==> src/rtl/fir_chain_pkg.sv <==
// Shared constants for the FIR chain blocks. Every sample width in the chain
// is derived from SAMPLE_W.
package fir_chain_pkg;

   localparam int SAMPLE_W           = 8;
   localparam int DECIM_DEFAULT      = 4;
   localparam int FIFO_DEPTH_DEFAULT = 4;

endpackage

==> src/rtl/sync_fifo.sv <==
// Single-clock show-ahead FIFO. The head entry is always presented on
// pop_data, and pop_data reads 0 while the FIFO is empty. A push into a full
// FIFO is accepted only when a pop happens on the same edge. Otherwise the
// push is ignored, and the parent detects that case as a drop.
module sync_fifo
   import fir_chain_pkg::*;
#(
   parameter int WIDTH = SAMPLE_W,
   parameter int DEPTH = FIFO_DEPTH_DEFAULT
) (
   input  logic                     clk,
   input  logic                     rst,
   input  logic                     push,
   input  logic [WIDTH-1:0]         push_data,
   input  logic                     pop,
   output logic [WIDTH-1:0]         pop_data,
   output logic                     full,
   output logic                     empty,
   output logic [$clog2(DEPTH):0]   level
);

   localparam int AW = $clog2(DEPTH);

   logic [WIDTH-1:0] mem_q [DEPTH];
   logic [AW-1:0]    wr_ptr_q, wr_ptr_d;
   logic [AW-1:0]    rd_ptr_q, rd_ptr_d;
   logic [AW:0]      level_q, level_d;
   logic             do_push, do_pop;

   // Accept/reject decisions, next pointers (power-of-two wrap) and occupancy
   always_comb begin
      empty    = (level_q == '0);
      full     = (level_q == (AW+1)'(DEPTH));
      do_pop   = pop && !empty;
      do_push  = push && (!full || do_pop);
      wr_ptr_d = wr_ptr_q;
      rd_ptr_d = rd_ptr_q;
      level_d  = level_q;
      if (do_push) begin
         wr_ptr_d = wr_ptr_q + AW'(1);
      end
      if (do_pop) begin
         rd_ptr_d = rd_ptr_q + AW'(1);
      end
      if (do_push && !do_pop) begin
         level_d = level_q + (AW+1)'(1);
      end else if (do_pop && !do_push) begin
         level_d = level_q - (AW+1)'(1);
      end
      level    = level_q;
      pop_data = empty ? '0 : mem_q[rd_ptr_q];
   end

   // Pointer and occupancy registers
   always_ff @(posedge clk) begin
      if (rst) begin
         wr_ptr_q <= '0;
         rd_ptr_q <= '0;
         level_q  <= '0;
      end else begin
         wr_ptr_q <= wr_ptr_d;
         rd_ptr_q <= rd_ptr_d;
         level_q  <= level_d;
      end
   end

   // Storage array. It is not reset, because empty masks the head entry.
   always_ff @(posedge clk) begin
      if (do_push) begin
         mem_q[wr_ptr_q] <= push_data;
      end
   end

endmodule

==> src/rtl/fir_decimator.sv <==
// Decimates the FIR output stream by DECIM and queues the decimated samples
// in a small show-ahead FIFO.
// Build option FIR_DECIM_AVG_EN: when it is defined, each decimated sample is
// the truncated mean of its window. When it is undefined, each decimated
// sample is the last input of its window, and no accumulator exists.
module fir_decimator
   import fir_chain_pkg::*;
#(
   parameter int DECIM      = DECIM_DEFAULT,
   parameter int FIFO_DEPTH = FIFO_DEPTH_DEFAULT
) (
   input  logic                          clk,
   input  logic                          rst,
   input  logic [SAMPLE_W-1:0]           in_data,
   input  logic                          in_valid,
   output logic [SAMPLE_W-1:0]           out_data,
   output logic                          out_valid,
   input  logic                          out_ready,
   output logic [$clog2(FIFO_DEPTH):0]   level,
   output logic                          overflow
);

   localparam int PH_W = $clog2(DECIM);

   logic [PH_W-1:0]     phase_q, phase_d;
   logic                overflow_q, overflow_d;
   logic                last_phase, gen;
   logic [SAMPLE_W-1:0] sample;
   logic                fifo_full, fifo_empty;

   // Window bookkeeping. The phase moves only on accepted inputs, and the
   // input at the last phase closes the window. A push can be lost only
   // when the FIFO is full and the head is not leaving on the same edge.
   always_comb begin
      last_phase = (phase_q == PH_W'(DECIM - 1));
      gen        = in_valid && last_phase;
      phase_d    = in_valid ? phase_q + PH_W'(1) : phase_q;
      overflow_d = overflow_q | (gen & fifo_full & ~out_ready);
   end

   // Phase counter and sticky overflow flag
   always_ff @(posedge clk) begin
      if (rst) begin
         phase_q    <= '0;
         overflow_q <= 1'b0;
      end else begin
         phase_q    <= phase_d;
         overflow_q <= overflow_d;
      end
   end

`ifdef FIR_DECIM_AVG_EN
   localparam int ACC_W = SAMPLE_W + PH_W;

   logic [ACC_W-1:0] acc_q, acc_d, sum;

   // Window sum. Phase 0 reloads the accumulator instead of adding to it,
   // which avoids a separate clear cycle between windows.
   always_comb begin
      sum    = ((phase_q == '0) ? '0 : acc_q) + ACC_W'(in_data);
      acc_d  = in_valid ? sum : acc_q;
      sample = sum[PH_W +: SAMPLE_W];
   end

   // Accumulator register
   always_ff @(posedge clk) begin
      if (rst) begin
         acc_q <= '0;
      end else begin
         acc_q <= acc_d;
      end
   end
`else
   // Pick the closing sample of each window
   always_comb begin
      sample = in_data;
   end
`endif

   sync_fifo #(
      .WIDTH (SAMPLE_W),
      .DEPTH (FIFO_DEPTH)
   ) u_fifo (
      .clk       (clk),
      .rst       (rst),
      .push      (gen),
      .push_data (sample),
      .pop       (out_ready),
      .pop_data  (out_data),
      .full      (fifo_full),
      .empty     (fifo_empty),
      .level     (level)
   );

   // Output status
   always_comb begin
      out_valid = ~fifo_empty;
      overflow  = overflow_q;
   end

endmodule

==> config.mk <==
export PLATFORM = sky130hd
export DESIGN_NAME = fir_decimator
export DESIGN_NICKNAME = d
export VERILOG_FILES = /design/src/rtl/fir_chain_pkg.sv /design/src/rtl/sync_fifo.sv /design/src/rtl/fir_decimator.sv
export SDC_FILE = /design/constraint.sdc
export NUM_CORES = 1
export LEC_CHECK = 0
export ABC_AREA = 1
export CAP_MARGIN = 40
export CORE_MARGIN = 2
export CORE_UTILIZATION = 40
export DETAILED_ROUTE_END_ITERATION = 10
export PLACE_DENSITY_LB_ADDON = 0.3
export SETUP_SLACK_MARGIN = 0.4
export SLEW_MARGIN = 20
export SYNTH_ARGS = -nofsm -noshare
export SYNTH_HDL_FRONTEND = slang
export SYNTH_HIERARCHICAL = 1
export SYNTH_SLANG_ARGS = --single-unit
==> constraint.sdc <==
create_clock -name clk -period 2 [get_ports clk]
set_input_delay 0.4 -clock clk [delete_from_list [all_inputs] [get_ports clk]]
set_output_delay 0.4 -clock clk [all_outputs]
set_load 0.005 [all_outputs]
# Word-level counts from Yosys, hierarchy flattened

Memories as Yosys holds them, arrays and structs flattened. A register that Yosys moved wholly into a read port is not among the register bits.
Cells that the tools add are included.
W data, S select, Z words.

Bits in registers: 10
Memory bits (writable): 32
Bits of input ports: 12
Output and inout bits: 13
Word-level logic and storage cells: 37
Memories kept: 1

$add $sub $neg: 5
Eq/ne operators: 2
Mux-type cells: 7
Bitwise gates (word level): 5
Reductions and logical operators: 12

Memory list:

| memory       | depth | bits a word | read ports | clocked after memory_dff | write ports | line            | source |
|---|---|---|---|---|---|---|---|
| u_fifo.mem_q | 4     | 8           | 1          | 1                        | 1           | sync_fifo.sv:24 | `logic [WIDTH-1:0] mem_q [DEPTH];` |

Operator list:

| kind                  | number |
|---|---|
| $mux W8               | 1 |
| $add A2 B1 Y2 const B | 3 |
| $mux W3               | 2 |
| $logic_and A1 B1 Y1   | 5 |
| $logic_not A1 Y1      | 4 |
| $mux W2               | 2 |
| $add A3 B1 Y3 const B | 1 |
| $eq A3 B3 Y1 const B  | 1 |
| $logic_not A3 Y1      | 1 |
| $sub A3 B1 Y3 const B | 1 |
| $and A1 B1 Y1         | 2 |
| $eq A2 B2 Y1 const B  | 1 |
| $mux W1               | 2 |
| $not A1 Y1            | 2 |
| $reduce_bool A2 Y1    | 1 |
| $logic_or A1 B1 Y1    | 1 |
| $or A1 B1 Y1          | 1 |

# Longest topological paths before layout

Gate-level depths: netlist (run 1).

Depth in word-level cells: 9
Gate-level depth with buffers: 14
Mapped depth without buffers: 14

# By module

Netlist (run 1), hierarchy kept.

By module, submodules not included:

| module        | instances | cells an instance | area each (µm²) | sequential area each (µm²) |
|---|---|---|---|---|
| sync_fifo     | 1         | 166               | 1751.7          | 1141.1 |
| fir_decimator | 1         | 17                | 147.6           | 60.1 |

# Worst setup path before layout (run 1)

Ideal clock, no wire load.

Kind: reg-to-reg
Start: reg u_fifo.level_q[1] (netlist: u_fifo/level[1])
End: reg u_fifo.level_q[1] (netlist: u_fifo/level[1])
Setup time: 116 ps
Arrival time: 1692 ps
Data required time: 1884 ps
Setup slack: 192 ps
Stages on the path, launching flop included: 10
Path buffers: 0
Clock period less this slack: 1808 ps
Cells stage by stage: dfxtp_1 nor2_2 nand3_1 nand2_1 inv_1 ha_1 inv_1 fa_1 o21ai_0 nor2_1

Elaborated cells on any way between the ends: 16
Those cells by class: add/sub: 2; eq/ne: 1; mux: 2; reduce/logical: 11

RTL lines:

| what                     | line            | source |
|---|---|---|
| start: declaration       | sync_fifo.sv:27 | `logic [AW:0] level_q, level_d;` |
| start signal: assignment | sync_fifo.sv:63 | `level_q <= level_d;` |
| $logic_not A3 Y1         | sync_fifo.sv:32 | `empty = (level_q == '0);` |
| $logic_not A1 Y1         | sync_fifo.sv:34 | `do_pop = pop && !empty;` |
| $logic_and A1 B1 Y1      | sync_fifo.sv:34 |  |
| $logic_or A1 B1 Y1 *     | sync_fifo.sv:35 | `do_push = push && (!full \|\| do_pop);` |
| $logic_and A1 B1 Y1 *    | sync_fifo.sv:35 |  |
| via u_fifo.do_push       | sync_fifo.sv:28 | `logic do_push, do_pop;` |
| $logic_and A1 B1 Y1 *    | sync_fifo.sv:45 | `if (do_push && !do_pop) begin` |
| $mux W3 *                | sync_fifo.sv:45 |  |
| via u_fifo.level_d[1]    | sync_fifo.sv:27 |  |

The timed path passes the listed nets; every way through them passes the cells marked *. The select of a mux whose other input is x is not followed.
A chain may end at the register's enable or synchronous reset.

# Final worst setup path (run 1)

Start: reg u_fifo.level_q[0] (netlist: u_fifo/level[0])
End: reg u_fifo.level_q[1] (netlist: u_fifo/level[1])

Same word-level chain as after synthesis.

==> results of run 1 <==
-- cell usage after synthesis, drive strengths merged --
master / count
a211oi: 1
nor3: 1
inv: 23
ha: 6
o21ai: 17
fa: 1
buf: 4
dfxtp: 12
edfxtp: 32
nor2: 47
xnor2: 1
xor2: 1
nand2: 16
a21oi: 14
clkinv: 1
nand3: 6
-- logic make-up after synthesis --
kind of cell / after synthesis
adders and majority gates: 7
xor gates and xnor gates: 2
DFF: 44
buffers and inverters: 28
AOI/OAI and AO/OA: 32
and+or+nand+nor: 70
-- state kept, by name (all words and copies together), names as in the netlist, named ones only --
register and flops:
phase_q 2, u_fifo/rd_ptr_q 2, overflow 1, u_fifo/wr_ptr_q 2, u_fifo/level 3, u_fifo/mem_q 32
-- layout make-up --
class	instances	area, µm²	area share [%]
multi-input cells	111	698	26.7
repair buffers	51	425	16.3
well taps	54	67.6	2.58
inverters	24	100	3.82
flip-flops and latches	44	1210	46.4
clock buffers	5	68.8	2.63
clock inverters	3	42.5	1.63
-- timing repair --
| item | 4_1_cts | 5_1_grt |
|---|---|---|
| resized for setup | 64 | 23 |
| hold buffers | 0 | 0 |
| pin swaps | 10 | 21 |
| endpoints found under the setup margin | 13 | 12 |
| buffers inserted | 3 | 2 |
| cloned | 1 | 0 |
-- per-stage QoR --
stage	util (%)	setup slack (ns)	total power, mW	std cells	TNS, ns
after floorplan	-	0.381	1.67	183	0
after global placement	51.3	-0.0711	2.22	278	-0.118
after detailed placement	51.3	-0.112	2.23	278	-0.201
after CTS	54.4	0.296	2.96	290	0
after global routing	56.2	0.191	3.24	292	0
final	56.2	0.284	3.05	292	0
-- routing by layer --
layer	vias up	wire length (µm)
li1	709	-
met1	632	1640
met2	21	1910
met3	4	159
met4	0	59
met5	-	0
-- power breakdown --
part           switching [mW]  internal [mW]  total, mW
logic                   0.646          0.634       1.28
registers              0.0593           1.05       1.11
clock network           0.290          0.370      0.660
-- final timing paths --
kind / start / to / slack, ns / cells after the start
min reg2reg: overflow / overflow / 0.47 / 2
max: u_fifo/level[0] / u_fifo/level[1] / 0.28 / 10
max reg2reg: u_fifo/level[0] / u_fifo/level[1] / 0.28 / 10
min: overflow / overflow / 0.47 / 2
-- worst max-delay path, stage by stage, from the launching register on --
cell and delay, ns:
dfxtp_4 0.35, nor2_4 0.14, buf_6 0.12, nand3_4 0.07, nand2_4 0.07, inv_2 0.04
ha_4 0.16, inv_4 0.05, fa_2 0.43, o21ai_2 0.12, nor2_1 0.05
==> flow_summary_export.csv, run 1 <==
group,metric,value,unit
status,status,"completed",
layout,final_common_cell,"nor2_1",
synthesis,seq_area_frac_synth,63.2,%
power,cellPowerDensity,1160,nW/µm²
floorplan,ios,25,
synthesis,syn_avg_cell_area,10.4,µm²
run,cap_violations,0,
synthesis,synth_fa_ha_area_share,5.01,%
global_route,grt_pass1_wl,6.05,mm
critical_path,worstSetupPathType,"flop to flop",
detailed_routing,drtPass1Iterations,4,
layout,layout-drive-gt1-share,37.4,%
detailed_routing,vias_per_cell,4.68,
sta,timing.hold.ws,0.471,ns
global_route,antenna_found_initial,0,
floorplan,die_y,72.9,µm
global_route,grt-ovfl-total,0,
floorplan,coreArea,4660,µm²
detailed_routing,postRouteWirelength,3.77,mm
synthesis,yosys.area.top_type,"edfxtp_1",
clock_network,clk_latency,0.30,ns
global_route,gr-usage-met2,25.8,%
sta,period_minus_slack,1.72,ns
layout,nFillCells,409,
synthesis,synth_top_family_by_area,"simple AND/OR/NAND/NOR gates",
clock_network,cts_sinks,44,
placement,placed_cell_area,2390,µm²
synthesis,ys_types,23,
sta,relSlewSlack,77.4,%
clock_network,cts_root_buffer,"clkbuf_8",
synthesis,synth_area_leaders,"edfxtp_1 51%, dfxtp_1 13%, nor2_1 8.7%",
critical_path,required,2.19,ns
floorplan,initial_utilization,40.8,%
sta,fmax,0.583,GHz
synthesis,yosys_register_bits,44,
global_route,gr-usage-met1,19.3,%
detailed_routing,postRouteAntennaNets,0,
detailed_routing,wl_per_cell,12.9,µm
sta,grt_setup_unrepaired,"yes",
layout,n_antenna_cell,0,
synthesis,synth-compound-area-share,8.76,%
clock_network,cts.clk_slew.worst_paths,0.08,ns
sta,finalSetupViolCount,0,
synthesis,muxShareOfSynthArea,0,%
global_route,grt_usage,15.6,%
min_path,hp-class,"flop to flop",
sta,maxSlewViolCount,0,
sta,finClkSkew,0.0106,ns
clock_network,cts_tree,"yes",
critical_path,cp-start-kind,"flop",
sta,fin_crit_sh,85.8,%
placement,globalplace.congestion,0.753,
critical_path,critPathCaptureType,"flop",
layout,finalNetCount,256,
power,ir_worst_vdd,835,µV
power,p_leak,1.04,nW
global_route,grt.busiest_layer,"met2",
layout,layout_common_cells,"36 x nor2_1, 32 x edfxtp_1, 19 x buf_4",
synthesis,synth_xor_area_share,0.922,%
layout,design_area,2620,µm²
detailed_routing,num_vias,1366,
synthesis,yosysWarnings,6,
critical_path,arrival,1.90,ns
critical_path,cp_max_fo,2,
synthesis,synth.top_cell.area_share,50.6,%
global_route,grt_max_degree,17,
placement,hpwl,2.56,mm
layout,area_growth,37.8,%
clock_network,htreeDepth,2,
floorplan,num_rows,25,
synthesis,syn_nets,202,
placement,port_buffers,24,
floorplan,die_area,5320,µm²
clock_network,cts_buffer_depth,2,
global_route,grt_pass1_vias,1309,
clock_network,cts_made_buffers,5,
sta,worstMarginPinSlew,0.338,ns
synthesis,synth_simple_gate_area_share,15.3,%
global_route,grtUsageMet3,4.83,%
synthesis,synth_area,1900,µm²
detailed_routing,first_iter_violations,32,
synthesis,syn_inst,183,
sta,finalHoldViolations,0,
detailed_routing,drc,0,
floorplan,die_x,72.9,µm
No activity file was read; power rests on OpenSTA's default activity.
==> inputs of run 2 (changes only) <==
CTS_CLUSTER_SIZE = 8   (was not set)
==> results of run 2 <==
Final layout, timing and power as in run 1 (identical DEF).
